==> src/rtl/alu_acc_seq.sv <==
// Accumulator ALU with registered Z/N/C/V flags and a START/BUSY/DONE handshake.
// Define ALU_ACC_MUL_EN to build the iterative shift-add multiplier (opcode 1101).
module alu_acc_seq #(
  parameter int unsigned DATA_WIDTH = 8,
  parameter int unsigned OP_WIDTH   = 4
) (
  input  logic                  CLK,
  input  logic                  RST,
  input  logic                  START,
  input  logic [OP_WIDTH-1:0]   OP,
  input  logic [DATA_WIDTH-1:0] IN,
  output logic [DATA_WIDTH-1:0] ACC,
  output logic [DATA_WIDTH-1:0] PROD_HI,
  output logic                  ZF,
  output logic                  NF,
  output logic                  CF,
  output logic                  VF,
  output logic                  BUSY,
  output logic                  DONE
);

  localparam int unsigned W   = DATA_WIDTH;
  localparam int unsigned MSB = DATA_WIDTH - 1;

  localparam logic [3:0] OpAdd = 4'h0;
  localparam logic [3:0] OpSub = 4'h1;
  localparam logic [3:0] OpInc = 4'h2;
  localparam logic [3:0] OpDec = 4'h3;
  localparam logic [3:0] OpAnd = 4'h4;
  localparam logic [3:0] OpOr  = 4'h5;
  localparam logic [3:0] OpXor = 4'h6;
  localparam logic [3:0] OpNot = 4'h7;
  localparam logic [3:0] OpShl = 4'h8;
  localparam logic [3:0] OpShr = 4'h9;
  localparam logic [3:0] OpLd  = 4'hA;
  localparam logic [3:0] OpCmp = 4'hB;
  localparam logic [3:0] OpAdc = 4'hC;
`ifdef ALU_ACC_MUL_EN
  localparam logic [3:0] OpMul = 4'hD;
`endif

  logic [W-1:0] acc_q;
  logic         zf_q, nf_q, cf_q, vf_q, done_q;
  logic [3:0]   op_lo;
  logic         op_hi_zero;
  logic         busy;
  logic         accept;

  assign op_lo = OP[3:0];

  // Opcodes with any bit set above the low nibble decode as NOP.
  if (OP_WIDTH > 4) begin : g_op_hi
    assign op_hi_zero = ~|OP[OP_WIDTH-1:4];
  end else begin : g_op_no_hi
    assign op_hi_zero = 1'b1;
  end

  assign accept = START & ~busy;

  logic [W-1:0] arith_b;
  logic [W:0]   sum;
  logic [W:0]   diff;
  logic         add_v, sub_v;

  assign arith_b = (op_lo == OpInc || op_lo == OpDec) ? {{(W-1){1'b0}}, 1'b1} : IN;
  assign sum     = {1'b0, acc_q} + {1'b0, arith_b} + {{W{1'b0}}, (op_lo == OpAdc) & cf_q};
  assign diff    = {1'b0, acc_q} - {1'b0, arith_b};
  assign add_v   = (acc_q[MSB] == arith_b[MSB]) & (sum[MSB] != acc_q[MSB]);
  assign sub_v   = (acc_q[MSB] != arith_b[MSB]) & (diff[MSB] != acc_q[MSB]);

  logic [W-1:0] res;
  logic         res_c, res_v, wr_acc, wr_flags;
`ifdef ALU_ACC_MUL_EN
  logic         mul_go;
`endif

  always_comb begin
    res      = acc_q;
    res_c    = 1'b0;
    res_v    = 1'b0;
    wr_acc   = 1'b0;
    wr_flags = 1'b0;
`ifdef ALU_ACC_MUL_EN
    mul_go   = 1'b0;
`endif
    if (op_hi_zero) begin
      case (op_lo)
        OpAdd, OpInc, OpAdc: begin
          res = sum[W-1:0]; res_c = sum[W]; res_v = add_v; wr_acc = 1'b1; wr_flags = 1'b1;
        end
        OpSub, OpDec: begin
          res = diff[W-1:0]; res_c = diff[W]; res_v = sub_v; wr_acc = 1'b1; wr_flags = 1'b1;
        end
        OpCmp: begin
          res = diff[W-1:0]; res_c = diff[W]; res_v = sub_v; wr_flags = 1'b1;
        end
        OpAnd: begin res = acc_q & IN; wr_acc = 1'b1; wr_flags = 1'b1; end
        OpOr:  begin res = acc_q | IN; wr_acc = 1'b1; wr_flags = 1'b1; end
        OpXor: begin res = acc_q ^ IN; wr_acc = 1'b1; wr_flags = 1'b1; end
        OpNot: begin res = ~acc_q;     wr_acc = 1'b1; wr_flags = 1'b1; end
        OpShl: begin
          res = {acc_q[W-2:0], 1'b0}; res_c = acc_q[MSB]; wr_acc = 1'b1; wr_flags = 1'b1;
        end
        OpShr: begin
          res = {1'b0, acc_q[W-1:1]}; res_c = acc_q[0]; wr_acc = 1'b1; wr_flags = 1'b1;
        end
        OpLd:  begin res = IN; wr_acc = 1'b1; wr_flags = 1'b1; end
`ifdef ALU_ACC_MUL_EN
        OpMul: mul_go = 1'b1;
`endif
        default: ;
      endcase
    end
  end

`ifdef ALU_ACC_MUL_EN
  localparam int unsigned CntW = $clog2(DATA_WIDTH + 1);

  typedef enum logic [0:0] {StIdle, StMul} state_e;

  state_e          state_q, state_d;
  logic [CntW-1:0] cnt_q;
  logic [W-1:0]    mcand_q;
  logic [2*W-1:0]  prod_q;
  logic [W-1:0]    prod_hi_q;
  logic [W:0]      step_sum;

  always_ff @(posedge CLK or posedge RST) begin
    if (RST) state_q <= StIdle;
    else     state_q <= state_d;
  end

  always_comb begin
    state_d = state_q;
    case (state_q)
      StIdle:  if (accept && mul_go) state_d = StMul;
      StMul:   if (cnt_q == '0) state_d = StIdle;
      default: state_d = StIdle;
    endcase
  end

  // Low half of prod_q starts as the multiplier and is shifted out as the product shifts in.
  assign step_sum = {1'b0, prod_q[2*W-1:W]} + (prod_q[0] ? {1'b0, mcand_q} : '0);
  assign busy     = (state_q == StMul);
  assign PROD_HI  = prod_hi_q;
`else
  assign busy     = 1'b0;
  assign PROD_HI  = '0;
`endif

  always_ff @(posedge CLK or posedge RST) begin
    if (RST) begin
      acc_q     <= '0;
      zf_q      <= 1'b0;
      nf_q      <= 1'b0;
      cf_q      <= 1'b0;
      vf_q      <= 1'b0;
      done_q    <= 1'b0;
`ifdef ALU_ACC_MUL_EN
      cnt_q     <= '0;
      mcand_q   <= '0;
      prod_q    <= '0;
      prod_hi_q <= '0;
`endif
    end else begin
      done_q <= 1'b0;
      if (accept) begin
`ifdef ALU_ACC_MUL_EN
        if (mul_go) begin
          mcand_q <= acc_q;
          prod_q  <= {{W{1'b0}}, IN};
          cnt_q   <= CntW'(W);
        end else
`endif
        begin
          done_q <= 1'b1;
          if (wr_acc) acc_q <= res;
          if (wr_flags) begin
            zf_q <= ~|res;
            nf_q <= res[MSB];
            cf_q <= res_c;
            vf_q <= res_v;
          end
        end
      end
`ifdef ALU_ACC_MUL_EN
      if (state_q == StMul) begin
        if (cnt_q == '0) begin
          acc_q     <= prod_q[W-1:0];
          prod_hi_q <= prod_q[2*W-1:W];
          zf_q      <= ~|prod_q[W-1:0];
          nf_q      <= prod_q[MSB];
          cf_q      <= |prod_q[2*W-1:W];
          vf_q      <= 1'b0;
          done_q    <= 1'b1;
        end else begin
          prod_q <= {step_sum, prod_q[W-1:1]};
          cnt_q  <= cnt_q - CntW'(1);
        end
      end
`endif
    end
  end

  assign ACC  = acc_q;
  assign ZF   = zf_q;
  assign NF   = nf_q;
  assign CF   = cf_q;
  assign VF   = vf_q;
  assign BUSY = busy;
  assign DONE = done_q;

endmodule
==> config.mk <==
export PLATFORM = sky130hd
export DESIGN_NAME = alu_acc_seq
export DESIGN_NICKNAME = d
export VERILOG_FILES = /design/src/rtl/alu_acc_seq.sv
export SDC_FILE = /design/constraint.sdc
export NUM_CORES = 1
export LEC_CHECK = 0
export BUFFER_PORTS_ARGS = -buffer_cell sky130_fd_sc_hd__buf_4
export CORE_MARGIN = 4
export CORE_UTILIZATION = 42
export CTS_BUF_LIST = sky130_fd_sc_hd__clkbuf_8
export CTS_CLUSTER_SIZE = 16
export DETAILED_ROUTE_END_ITERATION = 6
export GPL_TIMING_DRIVEN = 0
export HOLD_SLACK_MARGIN = 0.15
export PLACE_DENSITY_LB_ADDON = 0.12
export SYNTH_ARGS = -nofsm -noshare
export SYNTH_HDL_FRONTEND = slang
export SYNTH_SLANG_ARGS = --single-unit
==> constraint.sdc <==
create_clock -name CLK -period 4.26 [get_ports CLK]
set_input_delay 0.639 -clock CLK [delete_from_list [all_inputs] [get_ports CLK]]
set_output_delay 0.639 -clock CLK [all_outputs]
set_load 0.01 [all_outputs]
# ---- Word-level counts from Yosys, hierarchy flattened
# Cells that the tools add are included.
dict set report totals {
  word_cells 49
  register_bits 13
  inputBits 15
  output_inout_bits 22
}
dict set report op_classes {
  bitwise_logic 7
  mux 7
  reduce_logical 10
  add_sub_neg 3
  eq_ne 16
}
# operator count
set op_table {}
lappend op_table {{one-hot mux 8 bit (9 select lines)} 1}
lappend op_table {{== test 4 bit, second input constant} 5}
lappend op_table {{== test 4 x 3 -> 1 bit, second input constant} 4}
lappend op_table {{OR reduction 13 bit} 1}
lappend op_table {{OR reduction 12 bit} 1}
lappend op_table {{adder 8 x 8 -> 9 bit} 1}
lappend op_table {{adder 9 x 1 -> 9 bit} 1}
lappend op_table {{subtractor 8 x 8 -> 9 bit} 1}
lappend op_table {{AND 8 bit} 1}
lappend op_table {{== test 4 x 2 -> 1 bit, second input constant} 2}
lappend op_table {{2-to-1 mux 8 bit} 1}
lappend op_table {{NOT 8 bit} 1}
lappend op_table {{OR 8 bit} 1}
lappend op_table {{OR reduction 8 bit} 1}
lappend op_table {{XOR 8 bit} 1}
lappend op_table {{OR reduction 3 bit} 2}
lappend op_table {{== test 4 x 1 -> 1 bit, second input constant} 1}
lappend op_table {{logical NOT 4 bit} 1}
lappend op_table {{one-hot mux 1 bit (4 select lines)} 1}
lappend op_table {{AND reduction 2 bit} 2}
lappend op_table {{AND 1 bit} 3}
lappend op_table {{2-to-1 mux 1 bit} 3}
lappend op_table {{!= test 1 bit} 3}
lappend op_table {{one-hot mux 1 bit (2 select lines)} 1}
lappend op_table {{other kinds (3)} 3}

# ---- Longest topological paths before layout
dict set report depth {
  word_depth 8
  depth_mapped 13
}

# ---- Least setup slack after synthesis
# Ideal clock, no wire load.
dict set report synth_path {
  kind {input to register}
  startpoint {in OP[1]}
  endpoint {reg zf_q, in the netlist ZF}
  arrival_time_ns 3.696
  setup_time_ns 0.104
  n_path_buf 1
  slack_ns 0.461
  required_ns 4.156
  path_stages 13
  cell_sequence {buf_6 > nor2b_1 > nand2_1 > nand2_1 > fa_1 > fa_1 > nor2b_1 > o31ai_1 > o221ai_1 > a221o_1 > a2111oi_2 > o2111ai_1 > o41ai_2}
}
dict set report synth_via {
  elab_chain_len 8
  elab_cells_between_ends 27
}
# element line_no
set synth_rtl {}
lappend synth_rtl {{start, declared} 10} ;# input logic [OP_WIDTH-1:0] OP,
lappend synth_rtl {{== test 4 x 2 -> 1 bit} {65, 87}}
lappend synth_rtl {{logical OR 1 bit} 65} ;# assign arith_b = (op_lo == OpInc || op_lo == OpDec) ? {{(W-1){1'b0}}, 1'b1} : IN;
lappend synth_rtl {{2-to-1 mux 8 bit} 65}
lappend synth_rtl {{adder 8 x 8 -> 9 bit} 66} ;# assign sum = {1'b0, acc_q} + {1'b0, arith_b} + {{W{1'b0}}, (op_lo == OpAdc) & cf_q};
lappend synth_rtl {{adder 9 x 1 -> 9 bit} 66}
lappend synth_rtl {{one-hot mux 8 bit (9 select lines)} 87} ;# case (op_lo)
lappend synth_rtl {{OR reduction 8 bit} 179} ;# zf_q <= ~|res;
lappend synth_rtl {{logical NOT 1 bit} 179}
lappend synth_rtl {{end signal, assigned} 179}
lappend synth_rtl {{end, declared} 43} ;# logic zf_q, nf_q, cf_q, vf_q, done_q;
# Several ways; a longest one is shown, not always the timed one.
# A chain may end at the register's enable or synchronous reset.

# ---- Worst setup path after layout
dict set report layout_path {
  startpoint {in OP[3]}
  endpoint {reg zf_q, in the netlist ZF}
}
# Same word-level chain as after synthesis.

==> flow_metrics.tcl <==
set metrics [dict create \
    grt_pass1_vias 2371 \
    worst_hold_slack_ps 428 \
    cts_tree "yes" \
    ys_seq_area_share_pct 13.2 \
    ys_warn_count 0 \
    io_buffers 25 \
    grt_max_degree 14 \
    cts_buffers 3 \
    drive_above_1_share_pct 15.5 \
    p_per_area_mw_per_mm2 337 \
    insertion_delay_ps 260 \
    sw_frac_of_total_pct 49.4 \
    holdCritPathClass "input port to async pin" \
    min_period_ps 3940 \
    ios 37 \
    total_power_mw 0.948 \
    syn_inst 326 \
    rows 27 \
    cts_hold_buf 0 \
    path_clk_slew_ps 70 \
    grt_pass1_wl_um 12300 \
    ys_ff_latch 13 \
    nets 416 \
    n_antenna_cell 0 \
    viasPerCell 5.95 \
    synth_area_mm2 0.00246 \
    hold_viol 0 \
    p_leak_nw 1.37 \
    crit_fanout 16 \
    drt-total-wl_um 7730 \
    async_reset_ff_share_pct 100 \
    cts_sinks 13 \
    slew_headroom_pct 39.9 \
    peakVddDrop_mv 0.234 \
    drv_cap 0 \
    crit_path_start_kind "input port" \
    clockPowerShare_pct 12.4 \
    rsz0062_at_grt "no" \
    worst_slew_pin_slew_ps 899 \
    coreArea_mm2 0.00561 \
    fin_util_pct 50.2 \
    endpoint_kind "flip-flop" \
    place_congestion 0.920 \
    setup_viol 0 \
    status "complete, no violations" \
    design_area_mm2 0.00282 \
    antenna_found_initial 0 \
    grt.overflow.total 0 \
    drc 0 \
    crit_arrival_ps 4090 \
    p_sw_mw 0.469 \
    worstPathRequired_ps 4410 \
    first_pass_iters 5 \
    fp.dieW_um 84.6 \
    placedInstanceArea_mm2 0.00277 \
    die_h_um 84.6 \
    vias 2583 \
    setup_tns_ps 0 \
    clockRootBuffer "clkbuf_8" \
    p_seq_share_pct 23.9 \
    final_antenna_net_count 0 \
    max_freq_mhz 254 \
    drt-wirelength-per-cell_um 17.8 \
    start_util_pct 43.9 \
    crit_type "input port to flip-flop" \
    synth.avg_cell_area_um2 7.55 \
    power.share.combinational_pct 63.8 \
    grtUsageTotal_pct 21.0 \
    skew_ps 9.63 \
    post-route-period-util_pct 92.4 \
    clock_path_buffers 2 \
    syn2layout_area_growth_pct 14.4 \
    dpl.hpwl_um 5980 \
    drt-initial-drc-count 255 \
    synth_edf_count 0 \
    synth_top_flop_cell "dfrtp_1" \
    die-area_mm2 0.00715 \
    yosysUniqueCellTypes 61 \
    maxSlewViolCount 0 \
    intPower_mw 0.480 \
    h-tree-depth 1 \
]
==> critical path, stage by stage <==
cell and delay (ps):
buf_4 190, inv_1 140, nand2_2 170, nand2_1 150, fa_1 480, fa_1 410, nor2b_1 190, o31ai_2 220
o221ai_1 200, a221o_1 390, a2111oi_2 390, o2111ai_1 200, o41ai_2 320
==> power by group through the flow <==
stage | logic, mW | registers [mW] | clock network [mW]
finish | 0.605 | 0.226 | 0.117
CTS | 0.596 | 0.225 | 0.115
global placement | 0.584 | 0.226 | 0
floorplan | 0.411 | 0.213 | 0
detailed placement | 0.592 | 0.227 | 0
global route | 0.674 | 0.232 | 0.119
==> repair_timing <==
item,in CTS,in global routing
setup buffers,0,0
setup endpoints to repair,0,1
resized for setup,0,2
==> metrics by stage <==
stage / setup slack (ps) / cells
after floorplan: 461 / 334
after global placement: -223 / 431
after detailed placement: -256 / 431
after CTS: 2.29 / 435
after global routing: 90.1 / 434
final: 323 / 434
==> per-layer routing <==
metal  wire [um]  part of all wire, %  GRT usage [%]  up-vias
li1            -                    -              -     1242
met1        3550                   46           29.5     1220
met2        3540                   46           34.1      109
met3         542                  7.0           3.14       12
met4         105                  1.4           4.60        0
met5           0                    0              0        -
==> registers in the layout (all words and copies together) (netlist names) <==
register and count:
NF 1, CF 1, VF 1, ACC 8, DONE 1, ZF 1
==> placed cells by master, fill, tap and decap left out, drive strengths merged, types with 2 or more instances in the layout <==
cell,instances
a211o,3
a211oi,4
a21o,5
a21oi,14
a221o,4
a221oi,3
a22oi,9
a31oi,5
a32o,3
a32oi,3
and2,4
and3,2
buf,43
clkbuf,8
conb,9
dfrtp,13
fa,3
ha,35
inv,31
mux2i,6
nand2,32
nand2b,8
nand3,10
nand3b,3
nand4b,2
nor2,16
nor2b,10
nor3,7
nor3b,2
nor4,2
o211ai,3
o21a,3
o21ai,31
o221ai,3
o31ai,2
o41ai,2
or2,2
xnor2,2
==> worst paths after layout <==
kind | from | endpoint | slack [ps] | cells past startpoint
hold / removal | RST | ACC[6] | 430 | 2
min in group CLK | ZF | ZF | 480 | 2
hold reg to reg | ZF | ZF | 480 | 2
setup / recovery | OP[3] | ZF | 320 | 13
setup reg to reg | ACC[0] | ZF | 800 | 9
max in group asynchronous | RST | ZF | 3460 | 2
==> cell type report <==
class / count / area [um^2]
fill: 584 / 2790
multi-input combinational: 267 / 1920
sequential: 13 / 325
timing repair buffer: 25 / 188
buffer: 23 / 138
inverter: 30 / 113
tap: 72 / 90.1
clock buffer: 3 / 41.3
clock inverter: 1 / 3.75
==> cells in the mapped netlist (all sizes together), types with 5 or more instances <==
cell type,count,area [um^2]
buf,19,124
a21oi,14,70.1
mux2i,6,60.1
nand2b,8,50.1
inv,30,113
nor2,16,62.6
nand3,10,50.1
ha,35,438
dfrtp,13,325
nor2b,10,62.6
nor3,7,35.0
nand2,32,120
a31oi,5,31.3
a22oi,9,67.6
o21ai,31,155
a21o,5,45.0
clkbuf,5,18.8
==> logic make-up after synthesis <==
logic type | share of synthesized area [%]
buffers and inverters | 10.4
AO/OA/AOI/OAI | 31.4
adder cells (fa/ha/maj) | 20.6
XOR/XNOR | 0.712
multiplexers | 2.44
AND/OR/NAND/NOR | 21.0
flip-flops | 13.2
other | 0.152
Note: power is estimated with default switching activity, not from simulation.
